## config.mk

```make
export PLATFORM = sky130hd
export DESIGN_NAME = uart_rx
export DESIGN_NICKNAME = d
export VERILOG_FILES = /design/src/rtl/uart_rx.sv
export SDC_FILE = /design/constraint.sdc
export NUM_CORES = 1
export LEC_CHECK = 0
export ABC_AREA = 1
export BUFFER_PORTS_ARGS = -buffer_cell sky130_fd_sc_hd__buf_2
export CAP_MARGIN = 20
export CORE_ASPECT_RATIO = 0.5
export CORE_MARGIN = 1.5
export CORE_UTILIZATION = 40
export CTS_CLUSTER_DIAMETER = 40
export CTS_CLUSTER_SIZE = 12
export DETAILED_ROUTE_END_ITERATION = 8
export PLACE_DENSITY = 0.65
export SLEW_MARGIN = 20
export SYNTH_ARGS = -nofsm -noshare
export SYNTH_HDL_FRONTEND = slang
export SYNTH_SLANG_ARGS = --single-unit
```

## constraint.sdc

```tcl
create_clock -name clk -period 4.21 [get_ports clk]
set_input_delay 0.842 -clock clk [delete_from_list [all_inputs] [get_ports clk]]
set_output_delay 0.842 -clock clk [all_outputs]
set_load 0.01 [all_outputs]
```

## src/rtl/uart_rx.sv

```systemverilog
// UART receiver: 8 data bits, LSB first, no parity, optional stop bit.
// Emits one byte per single-cycle rx_valid pulse; frames are 9 bit-periods long.
module uart_rx #(
    parameter int unsigned CLKS_PER_BIT = 16
) (
    input  logic       clk,
    input  logic       n_rst,
    input  logic       rxd,
    output logic [7:0] rx_data,
    output logic       rx_valid
);

    localparam int unsigned CW = $clog2(CLKS_PER_BIT);
    localparam logic [CW-1:0] CNT_LAST   = CW'(CLKS_PER_BIT - 1);
    localparam logic [CW-1:0] CNT_SAMPLE = CW'(CLKS_PER_BIT / 2 - 1);
    localparam logic [3:0]    IDX_LAST   = 4'd8;

    typedef enum logic {
        IDLE,
        RECV
    } state_t;

    state_t        state;
    logic [CW-1:0] cnt;
    logic [3:0]    idx;
    logic [7:0]    shift;
    logic          rxd_m;
    logic          rxd_s;

    always_ff @(posedge clk or negedge n_rst) begin
        if (!n_rst) begin
            rxd_m <= 1'b1;
            rxd_s <= 1'b1;
        end else begin
            rxd_m <= rxd;
            rxd_s <= rxd_m;
        end
    end

    always_ff @(posedge clk or negedge n_rst) begin
        if (!n_rst) begin
            state    <= IDLE;
            cnt      <= '0;
            idx      <= '0;
            shift    <= '0;
            rx_data  <= '0;
            rx_valid <= 1'b0;
        end else begin
            rx_valid <= 1'b0;
            case (state)
                IDLE: begin
                    cnt <= '0;
                    idx <= '0;
                    // The detecting edge is count 0 of the start bit, so RECV
                    // resumes at 1 and the whole frame spans 9*CLKS_PER_BIT clocks.
                    if (!rxd_s) begin
                        state <= RECV;
                        cnt   <= CW'(1);
                    end
                end
                RECV: begin
                    if (cnt == CNT_LAST) begin
                        cnt <= '0;
                        if (idx == IDX_LAST) begin
                            state <= IDLE;
                            idx   <= '0;
                        end else begin
                            idx <= idx + 4'd1;
                        end
                    end else begin
                        cnt <= cnt + CW'(1);
                    end

                    if (cnt == CNT_SAMPLE) begin
                        if (idx == 4'd0) begin
                            if (rxd_s) begin
                                state <= IDLE;
                                cnt   <= '0;
                                idx   <= '0;
                            end
                        end else begin
                            shift <= {rxd_s, shift[7:1]};
                            if (idx == IDX_LAST) begin
                                rx_data  <= {rxd_s, shift[7:1]};
                                rx_valid <= 1'b1;
                            end
                        end
                    end
                end
                default: state <= IDLE;
            endcase
        end
    end

endmodule

```

==> Word level (Yosys, flattened, before mapping) <==
Cells that the tools add are included.
{ "word_totals": {"ff_bits": 28, "wordCells": 41} }
{ "op_classes": {"add_sub_neg": 2, "eq_ne": 3, "muxes": 23, "bitwise": 2, "n_reduce_logical": 3} }
{ "ops": {"columns": ["op", "count"], "rows": [
  ["4-bit two-way mux", 9],
  ["4-bit case mux with 2 select lines", 2],
  ["1-bit two-way mux", 11],
  ["4-bit by 1-bit adder with 4-bit output (second input constant)", 2],
  ["4-bit == test (second input constant)", 2],
  ["4-bit by 3-bit == test with 1-bit output (second input constant)", 1],
  ["4-bit logical NOT", 1],
  ["4-bit AND reduction", 1],
  ["3-bit AND reduction", 1],
  ["1-bit inverter", 2],
  ["1-bit case mux with 2 select lines", 1]
]} }

==> Depth between registers and ports, before layout <==
Gate-level depths: netlist (run 1).
{ "depth": {"word_depth": 7, "ltp_mapped": 8, "mapped_depth_nobuf": 7} }

==> Least setup slack after synthesis (run 1) <==
OpenSTA, ideal clock, no wires.
{ "synth_timing": {"kind": "register -> register", "start": "register idx[0]", "end": "register state", "setup_ps": 121, "arrival_time_ps": 1210, "slack_ps": 2878, "path_stages_with_launch": 8, "synth_period_minus_slack_ps": 1332, "cell_sequence": "dfrtp_1 > inv_1 > ha_1 > nand2_1 > nor2_4 > nand3_1 > nand3_1 > nand2_1"} }
{ "synth_between": {"elab_chain_cells": 7} }
{ "synth_rtl": {"columns": ["item", "line_no", "source"], "rows": [
  ["start: declaration", "25", "logic [3:0] idx;"],
  ["start signal: assignment", "68", "idx <= idx + 4'd1;"],
  ["4-bit == test", "64", "if (idx == IDX_LAST) begin"],
  ["1-bit two-way mux", "64", null],
  ["1-bit two-way mux", "62", "if (cnt == CNT_LAST) begin"],
  ["1-bit two-way mux", "76", "if (rxd_s) begin"],
  ["1-bit two-way mux", "75", "if (idx == 4'd0) begin"],
  ["1-bit two-way mux (*)", "74", "if (cnt == CNT_SAMPLE) begin"],
  ["1-bit case mux with 2 select lines (*)", "50", "case (state)"],
  ["end signal: assignment", "57", "state <= RECV;"],
  ["end signal: assignment", "77", "state <= IDLE;"],
  ["end signal: assignment", "90", "default: state <= IDLE;"],
  ["end: declaration", "23", "state_t state;"]
]} }
Mark *: on every way between the ends. The rest lies on a longest branch, timed or not.
A chain may end at the register's enable or synchronous reset.

==> Worst setup path after layout (run 1) <==
{ "layout_timing": {"start": "register rx_data[6]", "end": "output rx_data[6]"} }
{ "layout_rtl": {"columns": ["item", "line_no", "source"], "rows": [
  ["start: declaration", "9", "output logic [7:0] rx_data,"],
  ["start signal: assignment", "84", "rx_data <= {rxd_s, shift[7:1]};"]
]} }
No word-level cell between the ends.

==> reports/results.tsv, run 1 <==
stage	metric	value	unit
floorplan	IO Pins	12	
sta	crit share post-route	0.394	
place	Area after DPL	1290	um^2
run	MaxCap Viol Count	0	
synth	Synth Area in Compound Gates	0.0665	
cells_and_area	post-route cell area	1340	um^2
floorplan	core footprint	2720	um^2
drt	Routed Wire Length	1940	um
global_route	total grt overflow	0	
power_and_ir_drop	power density cells	491	nW/um^2
worst_setup_path	CP max-delay cell	dfrtp_1	
run_status	status	complete, no violations	
sta	FMAX	603	MHz
floorplan	Die Area	3370	um^2
worst_setup_path	crit-path max FO	2	
worst_setup_path	crit path launch type	flop	
worst_setup_path	Crit path max-delay family	flip-flops	
power_and_ir_drop	leak pwr	0.000735	uW
drt	First-pass DRT Iterations	4	
worst_setup_path	WP data required	3.37	ns
global_route	first-pass GRT wire length	3360	um
floorplan	die width	80.6	um
sta	max-slew violation count	0	
cts	post-cts resize count	0	
cells_and_area	post-layout net count	151	
cts	CTS max path bufs	2	
global_route	initial antenna violation count	0	
cts	Hold-fix buffers, CTS	0	
cts	clk sinks	27	
drt	Final ANT Viol Nets	0	
synth	post-synthesis simple-gate area fraction	0.278	
cts	Skew-Pair Late Insertion Delay	0.28	ns
floorplan	Initial Util	0.444	
cts	Root Driver	clkbuf_8	
power_and_ir_drop	peak supply drop	0.000138	V
worst_setup_path	cells on worst reg2reg path	7	
worst_setup_path	Crit. End Element	primary output	
synth	largest family of logic cells by synthesized area	simple AND/OR/NAND/NOR gates	
cts	CTS tree	done	
synth	Netlist cell types	19	
cells_and_area	most frequent cells in the layout	45 x nand2_1, 25 x dfrtp_1, 11 x buf_2	
worst_setup_path	cells along the critical path	buf_2	
place	routability cong.	0.795	
cells_and_area	Finished Core Util	0.492	
drt	DRT iter0 DRCs	24	
cells_and_area	Cell Count, Final, Fillers Out	181	
cts	TritonCTS buffer count	3	
worst_setup_path	Buf/Inv on CP	1	
synth	sequential fraction of the synthesis area	0.563	
sta	# setup viols final	0	
sta	worst hold margin	0.360	ns
synth	area share of fa/ha/maj cells after synthesis	0.0312	
drt	number of vias per cell	4.61	
synth	synthesized area	1200	um^2
cts	Clk pin slew, worst setup/hold paths	0.09	ns
synth	post-synthesis mux area share	0	
synth	Synth Register Bits	27	
drt	vias	835	
sta	total negative slack	0	ns
floorplan	Rows	13	
place	dpl cells	177	
synth	Synthesized Nets	137	
hold_path	Hold Crit Class	reg2reg	
worst_setup_path	CP max stage delay	0.40	ns
cells_and_area	diode count	0	
sta	slew margin rel.	0.614	
synth	Synth Area per Inst	9.20	um^2
sta	RSZ-0062 raised after global routing	no	
cells_and_area	share of layout cells above drive strength 1	0.201	
worst_setup_path	CP Class	reg2out	
place	Post-DP HPWL	1380	um
cells_and_area	fillers	259	
cells_and_area	Multi-input gate area	470	um^2
worst_setup_path	WP data arrival	0.82	ns
drt	DRC	0	
floorplan	die height	41.8	um
cts	H-Tree Depth	1	
sta	Layout Skew	0.00837	ns
drt	Routed WL per cell	10.7	um
synth	Synth Area in XOR/XNOR	0.0145	
sta	final hold violation count	0	
place	PortBufs	11	
worst_setup_path	internal reg-to-reg setup slack	2.73	ns
worst_setup_path	critical path depth in cells	1	
sta	Final min period	1.66	ns
cts	setup bufs post-CTS	0	
cells_and_area	register area	678	um^2
cells_and_area	commonest non-fill, non-tap cell in the layout	nand2_1	
synth	Post-Synthesis Cells	131	
synth	total number of yosys warnings	0	
global_route	GR Util All Layers	0.133	
cells_and_area	area growth from synthesis to layout	10.9	%
global_route	vias in the first global route	779	
sta	Least-Margin Pin Slew	0.580	ns
global_route	largest net degree at the start of global routing	28	
hold_path	worst hold stages	0	
## Yosys cell counts (all sizes together)
cell type,instances,area [um^2]
buf,2,18.8
nand3,7,40.0
ha,3,37.5
dfrtp,25,626
or2,2,12.5
xor2,2,17.5
o21ai,16,80.1
dfstp,2,52.6
nor2,13,86.3
nor3,2,10.0
nand2,47,186
inv,10,37.5
## stage by stage
step	total power, uW	setup slack [ns]
after detailed placement	518	2.73
after CTS	668	2.55
after global placement	515	2.79
final	657	2.55
after floorplan	481	2.88
after global routing	710	2.52
## layout make-up
type / instances / area share
Tap cell: 37 / 0.0346
Inverter: 10 / 0.0281
Clock inverter: 1 / 0.00562
Timing Repair Buffer: 11 / 0.0412
Multi-Input combinational cell: 92 / 0.352
Clock buffer: 3 / 0.0309
Sequential cell: 27 / 0.507
## state kept, by name (all words and copies together), names as in the netlist
name,flops
rx_data,8
shift,7
cnt,4
idx,4
rx_valid,1
rxd_m,1
rxd_s,1
state,1
## kinds of logic after synthesis
group / Yosys count
and+or+nand+nor: 71
AOI/OAI and AO/OA: 16
adders and majority gates: 3
xor gates and xnor gates: 2
buffers and inverters: 12
DFF: 27
## report_power, final
group | internal [uW] | leakage, uW | switching (uW)
sequential | 298 | 0.000360 | 34.9
combinational | 59.5 | 0.000354 | 117
clock | 67.2 | 0.0000217 | 80.1
total | 425 | 0.000735 | 232
## final timing paths
check,start,endpoint
worst min register to register,rxd_m,rxd_s
worst max register to register,idx[0],state
worst max-delay path,rx_data[6],rx_data[6]
worst min-delay path,rxd_m,rxd_s
min in group asynchronous,n_rst,idx[0]
max in group asynchronous,n_rst,state
## layer usage
| metal | share of wire | GRT usage |
|---|---|---|
| met1 | 0.51 | 0.165 |
| met2 | 0.42 | 0.213 |
| met3 | 0.061 | 0.0527 |
| met4 | 0.0041 | 0.0414 |
| met5 | 0 | 0 |
No activity file was read; power rests on OpenSTA's default activity.
==> run 2: changes to the inputs <==
--- a/config.mk
+++ b/config.mk
@@ -5,7 +5,7 @@
 export SDC_FILE = /design/constraint.sdc
 export NUM_CORES = 1
 export LEC_CHECK = 0
-export ABC_AREA = 1
+export ABC_AREA = 0
 export BUFFER_PORTS_ARGS = -buffer_cell sky130_fd_sc_hd__buf_2
 export CAP_MARGIN = 20
 export CORE_ASPECT_RATIO = 0.5
@@ -14,7 +14,7 @@
 export CTS_CLUSTER_DIAMETER = 40
 export CTS_CLUSTER_SIZE = 12
 export DETAILED_ROUTE_END_ITERATION = 8
-export PLACE_DENSITY = 0.65
+export PLACE_DENSITY = 0.67
 export SLEW_MARGIN = 20
 export SYNTH_ARGS = -nofsm -noshare
 export SYNTH_HDL_FRONTEND = slang
==> constraint.sdc (replaced) <==
create_clock -name clk -period 1.5 [get_ports clk]
set_input_delay 0.3 -clock clk [delete_from_list [all_inputs] [get_ports clk]]
set_output_delay 0.3 -clock clk [all_outputs]
set_load 0.01 [all_outputs]
==> run 2 against run 1 <==
The run now ends with setup timing left; non-clock buffer count up 22; combinational power rose to 4.8 times the previous value; largest power group unchanged; hold slack worse by 0.35 ns; first-iteration DRC count rose to 3.2 times the previous value; highest routed layer unchanged; largest cell class unchanged; flip-flop and latch count unchanged; sequential share of layout area down 7.6 points.
==> reports/results.tsv, run 2 <==
stage	metric	value	unit	change
run_status	status	complete, but fails checks		
run_status	failing checks	setup timing		
floorplan	IO Pins	12		unchanged
cells_and_area	post-route cell area	1570	um^2	+18%
cells_and_area	commonest non-fill, non-tap cell in the layout	dfrtp_1		
cells_and_area	post-layout net count	128		-15%
power_and_ir_drop	clock share of power	0.196		-0.028
synth	largest cells by area after synthesis	dfrtp_1 53%, mux2_2 13%, dfstp_2 4.5%		
sta	final hold violation count	0		unchanged
global_route	largest net degree at the start of global routing	28		unchanged
synth	commonest cells in the netlist	25 x dfrtp_1, 14 x mux2_2, 5 x inv_1		
cells_and_area	Multi-input gate area	533	um^2	+13%
power_and_ir_drop	leak pwr	0.000775	uW	+5.4%
synth	Post-synth ARST share	1.00		unchanged
synth	Synthesized Nets	92		-33%
drt	DRT iter0 DRCs	77		+220%
worst_setup_path	Crit. End Element	flop		
synth	Yosys top cell area share	0.530		+0.0110
global_route	first-pass GRT wire length	3750	um	+12%
floorplan	die width	79.8	um	-1.0%
cells_and_area	most flop-heavy register	rx_data		
cts	TritonCTS buffer count	3		unchanged
place	Post-DP HPWL	1560	um	+13%
cells_and_area	max reg flops	8		unchanged
power_and_ir_drop	peak supply drop	0.000626	V	+360%
synth	total number of yosys warnings	0		unchanged
cells_and_area	Cell Count, Final, Fillers Out	158		-13%
cts	H-Tree Depth	1		unchanged
drt	DRC	0		unchanged
synth	number of synthesized flops with an enable pin	0		unchanged
power_and_ir_drop	sequential share of power	0.420		-0.087
floorplan	Initial Util	0.437		-0.00660
power_and_ir_drop	sw frac	0.319		-0.0344
synth	Yosys top cell by area	dfrtp_1		
worst_setup_path	CP Class	reg2reg		
power_and_ir_drop	power density cells	1410	nW/um^2	+190%
worst_setup_path	WP data arrival	1.68	ns	+0.86 ns
sta	slew margin rel.	0.614		about the same
worst_setup_path	R2R Path End	rx_data[0]		
worst_setup_path	crit path launch type	flop		
worst_setup_path	internal reg-to-reg setup slack	-0.01	ns	-2.74 ns
global_route	total grt overflow	0		unchanged
drt	Routed Wire Length	2300	um	+18%
sta	Setup WS post-layout	-0.0130	ns	-2.57 ns
place	Area after DPL	1400	um^2	+8.8%
drt	First-pass DRT Iterations	4		unchanged
floorplan	Rows	13		unchanged
floorplan	core footprint	2700	um^2	-0.60%
synth	synthesized area	1180	um^2	-2.1%
worst_setup_path	WP data required	1.67	ns	-1.70 ns
global_route	initial antenna violation count	0		unchanged
sta	crit share post-route	1.01		
cts	Clk pin slew, worst setup/hold paths	0.10	ns	about the same
place	dpl cells	150		-15%
cells_and_area	area growth from synthesis to layout	33.2	%	
power_and_ir_drop	Pint	1510	uW	+260%
floorplan	Die Area	3300	um^2	-2.0%
cts	CTS max path bufs	2		unchanged
cells_and_area	share of layout cells above drive strength 1	0.545		+0.344
cells_and_area	fillers	216		-17%
synth	most frequent cell after synthesis	dfrtp_1		
synth	Synth Register Bits	27		unchanged
synth	sequential fraction of the synthesis area	0.575		+0.0119
sta	RSZ-0062 raised after global routing	yes		
drt	Routed WL per cell	14.6	um	+36%
synth	Post-Synthesis Cells	86		-34%
cts	CTS tree	done		
run	MaxCap Viol Count	0		unchanged
cells_and_area	Largest regs	rx_data: 8 flops, shift: 7 flops		
sta	total negative slack	-0.0555	ns	-0.0555 ns
place	PortBufs	11		unchanged
power_and_ir_drop	Psw	709	uW	+210%
cells_and_area	most frequent cells in the layout	25 x dfrtp_1, 20 x buf_4, 11 x buf_2		
worst_setup_path	cells on worst reg2reg path	6		-1
cts	clk sinks	27		unchanged
worst_setup_path	reg2reg start	idx[1]		
floorplan	die height	41.4	um	-0.97%
sta	Layout Skew	0.00405	ns	-0.00432 ns
worst_setup_path	crit-path max FO	9		+7
place	routability cong.	0.798		+0.36%
cells_and_area	register area	678	um^2	unchanged
cts	Root Driver	clkbuf_8		
drt	Final ANT Viol Nets	0		unchanged
cells_and_area	diode count	0		unchanged
synth	Netlist cell types	30		+11
synth	dominant synthesized flop cell	dfrtp_1		
sta	# setup viols final	12		+12
sta	max-slew violation count	0		unchanged
cts	Skew-Pair Late Insertion Delay	0.27	ns	about the same
sta	FMAX	661	MHz	
power_and_ir_drop	total design power	2220	uW	+240%
global_route	vias in the first global route	812		+4.2%
drt	number of vias per cell	5.07		+9.9%
sta	Final min period	1.51	ns	
drt	vias	801		-4.1%
global_route	GR Util All Layers	0.150		+0.0175
hold_path	Hold Crit Class	in2async		
power_and_ir_drop	Comb pwr share	0.384		+0.115
synth	Synth Area per Inst	13.7	um^2	+49%
sta	Least-Margin Pin Slew	0.580	ns	-0.000219 ns
worst_setup_path	CP max-delay cell	dfrtp_1		
worst_setup_path	CP max stage delay	0.40	ns	about the same
worst_setup_path	cells along the critical path	inv_2 -> ha_4 -> nand3b_1 -> nor2_4 -> buf_12 -> mux2_2		
## run 2: worst max-delay path by stage
| stage | end | depth (start not counted) | start | slack (ns) |
|---|---|---|---|---|
| after floorplan | rx_data[0] | 5 | cnt[0] | 0.008 |
| after global placement | rx_data[4] | 4 | cnt[0] | -0.04 |
| after detailed placement | rx_data[0] | 4 | cnt[1] | -0.09 |
| after CTS | rx_data[5] | 6 | idx[1] | 0.01 |
| after global routing | rx_data[6] | 6 | idx[1] | -0.07 |
| final | rx_data[0] | 6 | idx[1] | -0.01 |
## run 2: area by class of cell
class	count	share of cell area
Timing Repair Buffer	33	0.156
Multi-Input combinational cell	52	0.339
Tap cell	37	0.0295
Inverter	5	0.0119
Clock buffer	3	0.0263
Clock inverter	1	0.00557
Sequential cell	27	0.432
## run 2: stage by stage
stage | hold slack (ns) | worst slack, ns | util
after floorplan | 0.00441 | 0.00821 | -
after global placement | 0.334 | -0.0422 | 0.519
after detailed placement | 0.340 | -0.0933 | 0.519
after CTS | 0.0340 | 0.0129 | 0.560
after global routing | 0.0603 | -0.0704 | 0.582
final | 0.00850 | -0.0130 | 0.582
## run 2: cells by family (layout without fill, tap and decap cells)
logic type                 after synthesis  count (layout)  synth area share
muxes                                   16              16             0.152
AOI/OAI and AO/OA                       11              11            0.0764
adders and majority gates                3               3            0.0318
xor gates and xnor gates                 2               2            0.0148
and+or+nand+nor                         20              20             0.122
buffers and inverters                    7              42            0.0286
DFF                                     27              27             0.575
## run 2: timing repair
item | 4_1_cts | 5_1_grt
hold buffers | 0 | 0
gates resized for setup | 6 | 9
pin swaps | 3 | 4
setup endpoints to repair | 15 | 20
cloned | 0 | 0
setup buffers | 1 | 3
## run 2: power by group through the flow
| stage | Combinational [uW] | Sequential, uW | Clock (uW) |
|---|---|---|---|
| 6_report | 852 | 933 | 437 |
| 5_1_grt | 930 | 945 | 480 |
| 4_1_cts | 782 | 926 | 451 |
| 3_5_place_dp | 697 | 922 | 0 |
| 3_3_place_gp | 686 | 917 | 0 |
| 2_1_floorplan | 402 | 918 | 0 |
## run 2: routing by layer
layer,track usage,wire length (um),vias up
li1,-,-,381
met1,0.191,1030,398
met2,0.253,1150,20
met3,0.0505,91,2
met4,0.0310,21,0
met5,0,0,-
## run 2: worst max-delay path: cells and delay by family (launching register included)
family	cells	cell delay (ns)
adder cells (fa/ha/maj)	1	0.14
multiplexers	1	0.34
buffers and inverters	2	0.20
AND/OR/NAND/NOR	2	0.31
flip-flops	1	0.40
==> run 3: changes to the inputs <==
--- a/config.mk
+++ b/config.mk
@@ -10,11 +10,11 @@
 export CAP_MARGIN = 20
 export CORE_ASPECT_RATIO = 0.5
 export CORE_MARGIN = 1.5
-export CORE_UTILIZATION = 40
+export CORE_UTILIZATION = 42
 export CTS_CLUSTER_DIAMETER = 40
 export CTS_CLUSTER_SIZE = 12
 export DETAILED_ROUTE_END_ITERATION = 8
-export PLACE_DENSITY = 0.67
+export PLACE_DENSITY = 0.69
 export SLEW_MARGIN = 20
 export SYNTH_ARGS = -nofsm -noshare
 export SYNTH_HDL_FRONTEND = slang
==> run 3 against run 2 <==
Final area fell by 1.5%; fmax is 3.5% lower; highest routed layer unchanged; clock power down 1%; clock skew decreased by 0.0018 ns; the flow still finishes with violations (setup timing).
==> reports/results.tsv, run 3 (same netlist as run 2, synthesis figures left out) <==
stage	metric	value	unit	change
run	MaxCap Viol Count	0		unchanged
global_route	first-pass GRT wire length	3590	um	-4.4%
cells_and_area	register area	678	um^2	unchanged
sta	Final min period	1.57	ns	+0.0549 ns
power_and_ir_drop	total design power	2150	uW	-3.4%
cts	Clk pin slew, worst setup/hold paths	0.09	ns	about the same
worst_setup_path	WP data required	1.67	ns	about the same
cts	TritonCTS buffer count	3		unchanged
drt	Routed Wire Length	2370	um	+3.0%
floorplan	core footprint	2640	um^2	-2.4%
sta	slew margin rel.	0.597		-0.0164
floorplan	IO Pins	12		unchanged
worst_setup_path	WP data arrival	1.74	ns	+0.06 ns
place	Post-DP HPWL	1530	um	-1.6%
floorplan	die width	78.0	um	-2.3%
cts	Hold-fix buffers, CTS	0		unchanged
place	routability cong.	0.808		+1.2%
cells_and_area	Multi-input gate area	544	um^2	+2.1%
sta	final hold violation count	0		unchanged
drt	DRT iter0 DRCs	89		+16%
floorplan	Initial Util	0.448		+0.0108
power_and_ir_drop	peak supply drop	0.000786	V	+25%
sta	# setup viols final	15		+3
worst_setup_path	CP Launch Point	idx[0]		
worst_setup_path	crit path launch type	flop		
cells_and_area	diode count	0		unchanged
cells_and_area	fillers	206		-4.6%
global_route	GR Util All Layers	0.164		+0.0131
worst_setup_path	CP max stage delay	0.40	ns	about the same
global_route	vias in the first global route	718		-12%
run_status	failing checks	setup timing		
cells_and_area	max reg flops	8		unchanged
cells_and_area	most flop-heavy register	rx_data		
sta	Layout Skew	0.00224	ns	-0.00180 ns
sta	Setup WS post-layout	-0.0679	ns	-0.0549 ns
cells_and_area	share of layout cells above drive strength 1	0.529		-0.0160
drt	Final ANT Viol Nets	0		unchanged
sta	max-slew violation count	0		unchanged
hold_path	Hold Crit Class	in2async		
cts	CTS tree	done		
floorplan	Rows	13		unchanged
cells_and_area	most frequent cells in the layout	25 x dfrtp_1, 18 x buf_4, 11 x buf_2		
drt	number of vias per cell	4.92		-2.9%
power_and_ir_drop	power density cells	1390	nW/um^2	-1.9%
run_status	status	complete, but fails checks		
cells_and_area	area growth from synthesis to layout	31.2	%	
place	PortBufs	11		unchanged
drt	First-pass DRT Iterations	4		unchanged
worst_setup_path	Crit path max-delay family	simple AND/OR/NAND/NOR gates		
cells_and_area	Finished Core Util	0.587		+0.00535
cts	H-Tree Depth	1		unchanged
sta	crit share post-route	1.05		+0.0366
global_route	total grt overflow	0		unchanged
place	pre-CTS setup slack	-0.0778	ns	+0.0156 ns
cells_and_area	commonest non-fill, non-tap cell in the layout	dfrtp_1		
worst_setup_path	crit-path max FO	5		-4
sta	FMAX	638	MHz	-3.5%
drt	DRC	0		unchanged
worst_setup_path	Buf/Inv on CP	1		-1
floorplan	die height	40.5	um	-2.2%
cts	clk sinks	27		unchanged
global_route	initial antenna violation count	0		unchanged
cts	Skew-Pair Late Insertion Delay	0.27	ns	about the same
worst_setup_path	reg2reg start	idx[0]		
worst_setup_path	CP max-delay cell	dfrtp_1		
global_route	largest net degree at the start of global routing	28		unchanged
worst_setup_path	Crit. End Element	flop		
sta	Least-Margin Pin Slew	0.604	ns	+0.0245 ns
drt	Routed WL per cell	15.2	um	+4.4%
cts	Root Driver	clkbuf_8		
cells_and_area	Largest regs	rx_data: 8 flops, shift: 7 flops		
worst_setup_path	cells along the critical path	inv_2 -> ha_4 -> nand3b_1 -> nor2_4 -> mux2_2		
drt	vias	768		-4.1%
sta	RSZ-0062 raised after global routing	yes		
worst_setup_path	CP Class	reg2reg		
power_and_ir_drop	leak pwr	0.000758	uW	-2.2%
cells_and_area	post-layout net count	126		-1.6%
cts	CTS max path bufs	2		unchanged
floorplan	Die Area	3160	um^2	-4.5%
[run 3: changes by cell type in the layout (fill, tap and decap cells not counted)]
| cell | change |
|---|---|
| mux2_4 | +3 |
| nor2_2 | +1 |
| buf_4 | -2 |
| nor3b_2 | +1 |
| mux2_1 | +1 |
| buf_12 | -1 |
| mux2_2 | -4 |
| nor3b_4 | -1 |
[run 3: worst paths after layout]
check / endpoint / slack (ns) / depth (start not counted)
worst max-delay path: rx_data[3] / -0.07 / 5
worst min-delay path: shift[6] / 0.02 / 1
min in group clk: rxd_m / 0.11 / 1
max in group asynchronous: rx_data[7] / 1.09 / 1
worst max register to register: rx_data[3] / -0.07 / 5
worst min register to register: rxd_s / 0.37 / 0
[run 3: power by group]
group	internal [uW]	total, uW	switching [uW]
Combinational	423	784	361
Clock	195	431	236
Sequential	834	932	98.3
Total	1450	2150	695
[run 3: cell type report]
cell class	instances	area share
multi-input cells	53	0.352
clock buffers	3	0.0267
well taps	37	0.0299
flip-flops and latches	27	0.438
repair buffers	30	0.136
inverters	5	0.0121
clock inverters	1	0.00566
[run 3: repair_timing]
action,4_1_cts,5_1_grt
resized for setup,10,7
pin swaps,1,1
buffers inserted,0,3
setup endpoints to repair,17,19
cloned,1,0
[run 3: layer usage]
metal | GRT usage | vias to the layer above | share of wire
li1 | - | 375 | -
met1 | 0.198 | 383 | 0.47
met2 | 0.283 | 8 | 0.50
met3 | 0.0545 | 2 | 0.023
met4 | 0.0670 | 0 | 0.0080
met5 | 0 | - | 0
[run 3: worst reg2reg max path: cells and delay by family (launching register included)]
kind          cells  cell delay (ns)
flops             1             0.40
buf+inv           1             0.08
mux               1             0.37
fa+ha+maj         1             0.14
simple gates      2             0.47
[run 3: metrics by stage]
stage          TNS [ns]  std cells  area [um^2]  hold slack [ns]
6_report         -0.572        156         1550           0.0186
5_1_grt           -1.61        156         1550           0.0538
4_1_cts          -0.146        153         1480           0.0317
3_5_place_dp     -0.659        148         1390            0.342
3_3_place_gp     -0.281        148         1390            0.338
2_1_floorplan         0         86         1180          0.00441
